**src/rtl/risc_fetch_unit.sv**
```systemverilog
// risc_fetch_unit: instruction fetch stage with prefetch queue,
// decode back-pressure and branch redirect flush.
module risc_fetch_unit #(
  parameter int INSTR_W = 13,
  parameter int ADDR_W = 5,
  parameter int QDEPTH = 2,
  parameter logic [INSTR_W-1:0] NOP = '0,
  parameter logic [ADDR_W-1:0] RESET_PC = '0
) (
  input  logic               clk,
  input  logic               rst,
  output logic               imem_req,
  output logic [ADDR_W-1:0]  imem_addr,
  input  logic [INSTR_W-1:0] imem_data,
  input  logic               stall,
  input  logic               redirect,
  input  logic [ADDR_W-1:0]  redirect_pc,
  output logic [ADDR_W-1:0]  pc,
  output logic [INSTR_W-1:0] ir,
  output logic [ADDR_W-1:0]  ir_pc,
  output logic               ir_valid
);

  localparam int PW = $clog2(QDEPTH);
  localparam int CW = PW + 1;

  logic [ADDR_W-1:0]  r_pc;
  logic               r_inflight;
  logic [ADDR_W-1:0]  r_inf_addr;
  logic [PW-1:0]      r_head;
  logic [PW-1:0]      r_tail;
  logic [CW-1:0]      r_count;
  logic [INSTR_W-1:0] r_q_instr [QDEPTH];
  logic [ADDR_W-1:0]  r_q_addr  [QDEPTH];
  logic [INSTR_W-1:0] r_ir;
  logic [ADDR_W-1:0]  r_ir_pc;
  logic               r_ir_valid;

  logic [CW-1:0] w_occ;
  logic          w_req;
  logic          w_run;
  logic          w_empty;
  logic          w_pop;
  logic          w_push;
  logic          w_bypass;

  // Request throttling and queue push/pop/bypass decisions
  always_comb begin
    w_occ    = r_count + CW'(r_inflight);
    w_req    = !rst && !redirect && (w_occ < CW'(QDEPTH));
    w_run    = !stall && !redirect;
    w_empty  = (r_count == '0);
    w_pop    = w_run && !w_empty;
    w_bypass = w_run && w_empty && r_inflight;
    w_push   = r_inflight && !redirect && !w_bypass;
  end

  assign imem_req  = w_req;
  assign imem_addr = r_pc;
  assign pc        = r_pc;
  assign ir        = r_ir;
  assign ir_pc     = r_ir_pc;
  assign ir_valid  = r_ir_valid;

  // PC, in-flight tracking and queue pointers; redirect flushes all
  always_ff @(posedge clk) begin
    if (rst) begin
      r_pc       <= RESET_PC;
      r_inflight <= 1'b0;
      r_inf_addr <= '0;
      r_head     <= '0;
      r_tail     <= '0;
      r_count    <= '0;
    end else if (redirect) begin
      r_pc       <= redirect_pc;
      r_inflight <= 1'b0;
      r_head     <= '0;
      r_tail     <= '0;
      r_count    <= '0;
    end else begin
      r_inflight <= w_req;
      if (w_req) begin
        r_pc       <= r_pc + ADDR_W'(1);
        r_inf_addr <= r_pc;
      end
      if (w_pop)  r_head <= r_head + PW'(1);
      if (w_push) r_tail <= r_tail + PW'(1);
      unique case ({w_push, w_pop})
        2'b10:   r_count <= r_count + CW'(1);
        2'b01:   r_count <= r_count - CW'(1);
        default: r_count <= r_count;
      endcase
    end
  end

  // Queue storage; contents only meaningful below r_count
  always_ff @(posedge clk) begin
    if (!rst && w_push) begin
      r_q_instr[r_tail] <= imem_data;
      r_q_addr[r_tail]  <= r_inf_addr;
    end
  end

  // Decode register: queue head first, then bypass, else bubble
  always_ff @(posedge clk) begin
    if (rst) begin
      r_ir       <= NOP;
      r_ir_pc    <= '0;
      r_ir_valid <= 1'b0;
    end else if (redirect) begin
      r_ir       <= NOP;
      r_ir_valid <= 1'b0;
    end else if (w_pop) begin
      r_ir       <= r_q_instr[r_head];
      r_ir_pc    <= r_q_addr[r_head];
      r_ir_valid <= 1'b1;
    end else if (w_bypass) begin
      r_ir       <= imem_data;
      r_ir_pc    <= r_inf_addr;
      r_ir_valid <= 1'b1;
    end else if (!stall) begin
      r_ir       <= NOP;
      r_ir_valid <= 1'b0;
    end
  end

endmodule

```
**config.mk**
```make
export PLATFORM = sky130hd
export DESIGN_NAME = risc_fetch_unit
export DESIGN_NICKNAME = d
export VERILOG_FILES = /design/src/rtl/risc_fetch_unit.sv
export SDC_FILE = /design/constraint.sdc
export NUM_CORES = 1
export LEC_CHECK = 0
export BUFFER_PORTS_ARGS = -buffer_cell sky130_fd_sc_hd__buf_4
export CAP_MARGIN = 25
export CELL_PAD_IN_SITES_DETAIL_PLACEMENT = 1
export CELL_PAD_IN_SITES_GLOBAL_PLACEMENT = 1
export CORE_MARGIN = 8
export CORE_UTILIZATION = 40
export DETAILED_ROUTE_END_ITERATION = 8
export PLACE_DENSITY_LB_ADDON = 0.05
export REMOVE_ABC_BUFFERS = 1
export SLEW_MARGIN = 20
export SYNTH_ARGS = -nofsm -noshare
export SYNTH_HDL_FRONTEND = slang
export SYNTH_SLANG_ARGS = --single-unit
```
**constraint.sdc**
```tcl
create_clock -name clk -period 2.7 [get_ports clk]
set_input_delay 0.135 -clock clk [delete_from_list [all_inputs] [get_ports clk]]
set_output_delay 0.135 -clock clk [all_outputs]
set_load 0.02 [all_outputs]
```
==> results.yml <==
outcome:
  status: "finished clean"
sta:
  timing.fmax_mhz: 472
  slew_viol_final: 0
  max_slew.worst_pin.slew_ns: 0.826
  skew_ns: 0.00645
  setup_viol: 0
  fin_crit_sh_pct: 78.4
  slew-limit-headroom_pct: 44.9
  finalHoldViolations: 0
  rsz0062_at_grt: "no"
  period_needed_ns: 2.12
routing:
  dr.pass1.iters: 4
  vias: 2221
  drc: 0
  viasPerCell: 5.29
  wirelength_mm: 7.57
  drt-initial-drc-count: 39
  avgRoutedWirePerCell_um: 18.0
  postRouteAntennaNets: 0
cells_and_area:
  final_area_sq_mm: 0.00386
  utilization_pct: 52.9
  antenna_cells: 0
  syn2layout_area_growth_pct: 27.3
  nNetsFinal: 340
  drive_gt1_share_pct: 31.8
yosys:
  synth_cell_types: 42
  yosysWarnings: 0
  syn_area_sq_mm: 0.00303
  synthCells: 257
  synth-simple-area-share_pct: 9.70
  synth_mux_area_share_pct: 8.30
  synth-xor-area-share_pct: 0.578
  async_reset_ff_share_pct: 0
  netlist_top_cells_area: "edfxtp_1 (36%), dfxtp_1 (23%), mux2_2 (6.3%)"
  ys_ff_latch: 71
  synth_edf_count: 36
  yosys-top-cells-count: "edfxtp_1 (36), dfxtp_1 (35), inv_1 (17), mux2_2 (17), nand3_1 (16)"
  synth_fa_ha_area_share_pct: 0.826
  synth_compound_area_share_pct: 15.4
  synth_ff_type: "edfxtp_1"
  synth_top_family_by_area: "compound AO/OA/AOI/OAI gates"
  yosysSeqAreaShare_pct: 58.8
  synth.top_cell.area_share_pct: 35.7
  synthMostInstantiatedCell: "edfxtp_1"
  yosys.area.top_type: "edfxtp_1"
  syn_area_per_cell_sq_um: 11.8
clock_network:
  cts-root-buf: "clkbuf_8"
  cts_max_path_buffers: 2
  cts_sinks: 71
  cts_resized: 0
  clk_latency_ns: 0.33
  numCtsBuffers: 9
  htree_num_levels: 3
  cts_tree: "done"
  clk_pin_slew_ns: 0.07
power:
  leakagePower_nw: 1.38
  power_density_mw_per_mm2: 615
  power_w: 0.00237
  peakVddDrop_v: 0.000328
place:
  gp_congestion: 0.748
  dp.final_hpwl_mm: 5.14
  port_buffers: 51
  postPlaceCellArea_sq_mm: 0.00349
floorplan:
  die-width_um: 103
  boundaryPins: 52
  die_h_um: 103
  core-area_sq_mm: 0.00729
  initial_core_util_pct: 41.6
  num_rows: 31
  die_area_sq_mm: 0.0106
worst_hold_path:
  worstHoldStart: "redirect_pc[2]"
  min_path_cells: 3
  min_path_type: "in -> reg"
  min_to: "imem_addr[2]"
setup_path:
  critPathMaxFanout: 15
  crit_path_end_kind: "output pin"
  r2r_start: "r_count[0]"
  r2r_end: "r_count[1]"
  start_kind: "register"
  ff2ff_path_depth: 5
  cp.arrival_ns: 1.98
  required_ns: 2.57
  worst-setup-path-type: "reg -> out"
  r2r_setup_slack_ns: 0.64
global_route:
  first_global_vias: 2423
  grt.met3_usage_pct: 3.98
  grt_max_degree: 31
  grt-ovfl-total: 0
  antenna_found_initial: 0
  met1_usage_pct: 18.3
  use_met2_pct: 26.5
  grt_usage_pct: 15.3
  grt_first_pass_wirelength_mm: 12.3
  top_usage_layer: "met2"
flow_run:
  maxCapViolations: 0
[where the power goes]
group	switching [W]	internal, W
sequential	0.0000224	0.00116
combinational	0.000119	0.0000972
clock	0.000381	0.000596
total	0.000522	0.00185
[state kept, by name, summed over array words and instances, names as in the netlist, named ones only]
| signal | count |
|---|---|
| r_q_instr | 26 |
| r_count | 2 |
| r_head | 1 |
| ir | 13 |
| r_tail | 1 |
| imem_addr | 5 |
| r_inflight | 1 |
| r_q_addr | 10 |
| r_inf_addr | 5 |
| ir_valid | 1 |
| ir_pc | 5 |
[how the worst max path moves through the flow]
stage	to	slack, ns	startpoint
global placement	r_count[1]	0.73	r_count[0]
detailed placement	r_count[1]	0.69	r_count[0]
CTS	imem_req	0.55	r_count[0]
global route	imem_req	0.42	r_count[0]
finish	imem_req	0.58	r_count[0]
floorplan	r_q_addr[0][0]	-0.47	r_inflight
[critical path, stage by stage, from the launching register on]
cell	delay, ns
dfxtp_1	0.70
a21boi_2	0.23
nor3_2	0.48
buf_4	0.24
[routing by layer]
layer	up-vias	routed length, um	part of all wire, %
met2	43	3710	49
met4	0	67	0.88
met5	-	0	0
met1	1087	3460	46
met3	6	332	4.4
li1	1085	-	-
[per-stage QoR]
step	hold WS, ns	worst slack, ns	cells	TNS, ns
after floorplan	0.204	-0.469	231	-16.45
after global placement	0.333	0.735	391	0
after detailed placement	0.332	0.691	391	0
after CTS	0.0763	0.546	420	0
after global routing	0.107	0.422	420	0
final	0.0884	0.583	420	0
[cells in the final DEF, fill, tap and decap left out, types with 4 or more instances in the layout]
cell type and n:
dfxtp_1 35, a21oi_1 8, a211o_1 5, clkbuf_8 12, nand3_1 16, nor2_1 10, buf_4 61, nor2b_1 4
dlygate4sd3_1 13, a211oi_1 5, a311oi_1 5, a221oi_1 13, edfxtp_1 36, mux2_2 17, mux2i_1 6, a31oi_1 13
o21ai_0 9, or3_1 4, inv_1 17
[cell type report]
| class | count | area, sq um |
|---|---|---|
| repair buffers | 74 | 588 |
| flip-flops and latches | 71 | 1780 |
| inverters | 17 | 63.8 |
| well taps | 99 | 124 |
| clock buffers | 13 | 169 |
| multi-input cells | 143 | 1070 |
| fillers | 798 | 3430 |
| clock inverters | 3 | 65.1 |
[cells by family (layout without fill, tap and decap cells)]
group                      Yosys count  count (layout)
DFF                                 71              71
AOI/OAI and AO/OA                   65              65
and+or+nand+nor                     51              51
buffers and inverters               43             107
muxes                               23              23
adders and majority gates            2               2
xor gates and xnor gates             2               2
[what timing repair did]
| action | 4_1_cts | 5_1_grt |
|---|---|---|
| hold buffers | 13 | 0 |
| setup buffers | 0 | 0 |
| hold endpoints to repair | 26 | 0 |
No activity file was read; power rests on OpenSTA's default activity.
